===== src/rtl/sat_counter.sv =====
// Up-counter that sticks at all-ones; a clear wins over an increment.
module sat_counter #(
   parameter int W = 16
) (
   input  logic         clk,
   input  logic         rst,
   input  logic         clr,
   input  logic         inc,
   output logic [W-1:0] cnt_o
);

   logic [W-1:0] cnt_q;
   logic [W-1:0] cnt_d;

   always_comb begin
      cnt_d = cnt_q;
      if (clr) begin
         cnt_d = '0;
      end else if (inc && (cnt_q != '1)) begin
         cnt_d = cnt_q + 1'b1;
      end
   end

   always_ff @(posedge clk) begin
      if (rst) begin
         cnt_q <= '0;
      end else begin
         cnt_q <= cnt_d;
      end
   end

   assign cnt_o = cnt_q;

endmodule


===== config.mk =====
export PLATFORM = sky130hd
export DESIGN_NAME = sat_counter
export DESIGN_NICKNAME = d
export VERILOG_FILES = /design/src/rtl/sat_counter.sv
export SDC_FILE = /design/constraint.sdc
export NUM_CORES = 1
export LEC_CHECK = 0
export ABC_CLOCK_PERIOD_IN_PS = 1500
export BUFFER_PORTS_ARGS = -buffer_cell sky130_fd_sc_hd__buf_2
export CAP_MARGIN = 30
export CORE_MARGIN = 2
export CORE_UTILIZATION = 35
export DETAILED_ROUTE_END_ITERATION = 7
export PLACE_DENSITY = 0.55
export SLEW_MARGIN = 20
export SYNTH_ARGS = -nofsm -noshare
export SYNTH_HDL_FRONTEND = slang
export SYNTH_SLANG_ARGS = --single-unit

===== constraint.sdc =====
create_clock -name clk -period 1.5 [get_ports clk]
set_input_delay 0.075 -clock clk [delete_from_list [all_inputs] [get_ports clk]]
set_output_delay 0.075 -clock clk [all_outputs]
set_load 0.01 [all_outputs]

# After elaboration in Yosys (flattened, before gate mapping)
# Index checks and enable logic that the tools add are counted.
# classes
addsub	1
eq_ne	1
reduce_logical	2
# ops
operator	n
16-bit by 1-bit adder with 16-bit output (second input constant)	1
16-bit != test (second input constant)	1
2-bit OR reduction	1
1-bit logical AND	1
# totals
reg_bits	16

# Depth between registers and ports, before layout
# depth
ltp_word	2
mapped_depth	6
depth_no_buf	5

# Least setup slack after synthesis
# No wires, ideal clock.
# synth_timing
kind	register to register
from	reg cnt_q[0] (netlist: cnt_o[0])
to	reg cnt_q[12] (netlist: cnt_o[12])
arrival_time_ns	1.405
required_ns	1.409
stages_incl_launch_ff	7
period_less_slack_ns	1.496
path_buffers	1
setup_slack_ns	0.004
path_cell_list	dfxtp_1 ha_1 and4_4 and3_1 buf_4 a31oi_1 a311oi_1
# synth_via
elab_chain_len	2
# synth_lines
element	line	rtl
from (decl)	12	logic [W-1:0] cnt_q;
from (signal assigned)	28	cnt_q <= cnt_d;
parallel branches: the longest is 2 deep, another holds 16-bit by 1-bit adder with 16-bit output	-	
# Parallel ways; which one is timed is not known.
# A chain may end at the register's enable or synchronous reset.

# Final worst setup path
# layout_timing
from	reg cnt_q[1] (netlist: cnt_o[1])
to	reg cnt_q[10] (netlist: cnt_o[10])
# The elaborated chain is that of the path after synthesis.

==> out/qor.csv <==
stage;metric;value;unit
timing;rsz0062_at_grt;yes;
finish;final_util;0.488;
timing;worst_pin_slew;358;ps
timing;setup_violations;0;
global_route;grt-ovfl-total;0;
global_route;grt_max_degree;12;
floorplanning;die_y;55.2;um
route;vias_per_cell;5.54;
worst_setup_path;critical_path.max_fanout;5;
logic_synthesis;ys_warn_count;0;
logic_synthesis;synth.top_cell.area_share;0.349;
floorplanning;die_area;3050;um2
logic_synthesis;synth_fp_nets;107;
clocking;clkLatencyLatePin;290;ps
placement;place.gp.congestion;0.734;
worst_setup_path;path_class;register to register;
timing;drv_slew;0;
timing;skew;4.20;ps
floorplanning;ios;20;
route;drt-pass1-iter-count;4;
route;wl_per_cell;13.2;um
placement;io_buffers;19;
logic_synthesis;syn_inst;102;
logic_synthesis;async_flop_share;0;
status;status;finished clean;
worst_setup_path;crit-reg2reg-launch;cnt_o[1]$_SDFFE_PP0P_;
worst_setup_path;critPathCaptureType;register;
clocking;cts_buffers;3;
floorplanning;coreArea;2480;um2
pwr;peakVddDrop;0.525;mV
worst_setup_path;reg2reg_depth;5;
pwr;powerDensity;630;nW/um2
clocking;cts-htree-levels;1;
clocking;cts_tree;yes;
finish;final_cells;169;
finish;drive_gt1_frac;0.446;
hold_path;hold_path_class;input port to register;
finish;n_fill_cell;242;
route;ant_nets;0;
worst_setup_path;ff2ff_setup_slack;30;ps
job;max_cap_violations;0;
global_route;antenna_found_initial;0;
route;wl;2240;um
clocking;clk_path_buf_depth;2;
route;drc;0;
pwr;net-switching-power;0.170;mW
logic_synthesis;ys_ff_latch;16;
global_route;grt_pass1_vias;869;
logic_synthesis;syn_area;917;um2
worst_setup_path;r2r-end;cnt_o[10]$_SDFFE_PP0P_;
timing;hold_viol;0;
floorplanning;die_w;55.2;um
clocking;root_buffer;clkbuf_4;
pwr;combPwrFrac;0.054;
logic_synthesis;synth_edf_count;0;
worst_setup_path;crit_start;cnt_o[1]$_SDFFE_PP0P_;
finish;syn2layout_area_growth;31.9;%
route;drtIter0Drc;17;
worst_setup_path;worstPathRequired;1730;ps
clocking;clkTransAtPathRegs;100;ps
logic_synthesis;synth_area_leaders;dfxtp_1, mux2i_1, nand2_1;
floorplanning;rows;18;
timing;fmax;681;MHz
worst_setup_path;crit_end;cnt_o[10]$_SDFFE_PP0P_;
logic_synthesis;yosysSeqAreaShare;0.349;
timing;maxSlewHeadroom;0.761;
placement;place_inst;164;
pwr;p_leak;0.522;nW
worst_setup_path;start_kind;register;
pwr;pwr-share-clk;0.385;
finish;ff_latch_area;327;um2
timing;post-route-min-period;1470;ps
placement;place_hpwl;1760;um
finish;multi_input_area;568;um2
finish;largest_reg_flops;16;
logic_synthesis;synth_top_cell_by_area;dfxtp_1;
finish;nets;145;
pwr;seqPwrFrac;0.561;
finish;antenna_cells;0;
global_route;track_usage;0.173;
pwr;p_int;0.592;mW
clocking;cts_sinks;16;
logic_synthesis;synthFlopType;dfxtp_1;
worst_setup_path;crit_arrival;1700;ps
clocking;ctsHoldBuffers;0;
logic_synthesis;synth_cell_types;36;
logic_synthesis;avgSynthCellArea;8.99;um2
pwr;p_sw_frac;0.223;
route;vias;936;
global_route;grt_first_pass_wirelength;3830;um
floorplanning;start_util;0.370;
timing;fin_crit_sh;0.979;
power by group through the flow:
| stage | registers, mW | clock network, mW | logic (mW) |
|---|---|---|---|
| after global placement | 0.438 | 0 | 0.0400 |
| final | 0.427 | 0.293 | 0.0413 |
| after floorplan | 0.439 | 0 | 0.0189 |
| after global routing | 0.428 | 0.318 | 0.0453 |
| after detailed placement | 0.438 | 0 | 0.0411 |
| after CTS | 0.429 | 0.299 | 0.0412 |
worst min path at each step:
stage	from	to	slack, ps	depth (start not counted)
after floorplan	rst	cnt_o[0]$_SDFFE_PP0P_	250	2
after detailed placement	rst	cnt_o[13]$_SDFFE_PP0P_	430	3
after global routing	rst	cnt_o[13]$_SDFFE_PP0P_	130	3
after CTS	rst	cnt_o[13]$_SDFFE_PP0P_	120	3
final	rst	cnt_o[11]$_SDFFE_PP0P_	120	3
after global placement	rst	cnt_o[15]$_SDFFE_PP0P_	420	3
routing by layer:
layer	track usage	wire (um)
met1	0.242	1130
met2	0.260	977
met3	0.0296	111
met4	0.0732	15
met5	0	0
synthesized netlist by cell type, types with 3 or more instances:
cell type  instances
nand3_1            5
nand4_1            3
or3_1              4
a21oi_1            6
or3_2              3
nand2_1           13
a31oi_1            4
a211oi_1           3
and3_1             3
o21ai_0            4
mux2i_1            6
dfxtp_1           16
repair_timing:
item                       4_1_cts  5_1_grt
buffers inserted                 0        1
pin swaps                        0        1
resized for setup                3        7
cloned                           0        0
setup endpoints to repair        4       16
through the flow:
| step | setup TNS, ps | hold slack (ps) | worst slack, ps | cell area, um2 | power [mW] |
|---|---|---|---|---|---|
| 6_report | 0 | 118 | 31.3 | 1210 | 0.762 |
| 5_1_grt | -124 | 132 | -42.6 | 1210 | 0.791 |
| 4_1_cts | 0 | 120 | 22.6 | 1180 | 0.769 |
| 3_5_place_dp | -70.4 | 432 | -49.5 | 1140 | 0.479 |
| 3_3_place_gp | 0 | 421 | 26.5 | 1140 | 0.478 |
| 2_1_floorplan | 0 | 254 | 4.50 | 917 | 0.458 |
worst max-delay path: stages (launching register included):
cell	delay, ps
dfxtp_4	380
ha_2	190
and4_4	240
nand3_1	100
or3_1	370
a21oi_2	140
layout by cell type, fill, tap and decap left out, types with 2 or more instances in the layout:
master and count:
a2111o_1 2, a211oi_1 2, a211oi_2 2, a21oi_1 5, a31oi_1 4, and2_1 2, and2_2 2, and3_1 2
and3_2 2, and3_4 2, buf_2 19, buf_4 19, clkbuf_4 3, dfxtp_1 13, dfxtp_2 2, mux2i_1 6
nand2_1 13, nand3_1 4, nand4_1 3, nor2_1 2, nor3_1 2, o21ai_0 3, o21ai_1 3, or3_1 4
or3_2 3
final cells by class:
cell class	count	area share
Timing Repair Buffer	38	0.196
Inverter	1	0.00310
Tap cell	30	0.0310
Sequential cell	16	0.270
Multi-Input combinational cell	80	0.469
Clock buffer	4	0.0300
cells by family (layout without fill, tap and decap cells):
family / Yosys count / in the layout / synth area share
buf+inv: 6 / 43 / 0.0505
fa+ha+maj: 1 / 1 / 0.0136
compound gates: 27 / 27 / 0.206
simple gates: 46 / 46 / 0.315
flops: 16 / 16 / 0.349
mux: 6 / 6 / 0.0655
Power figures use the tool's default switching activity.
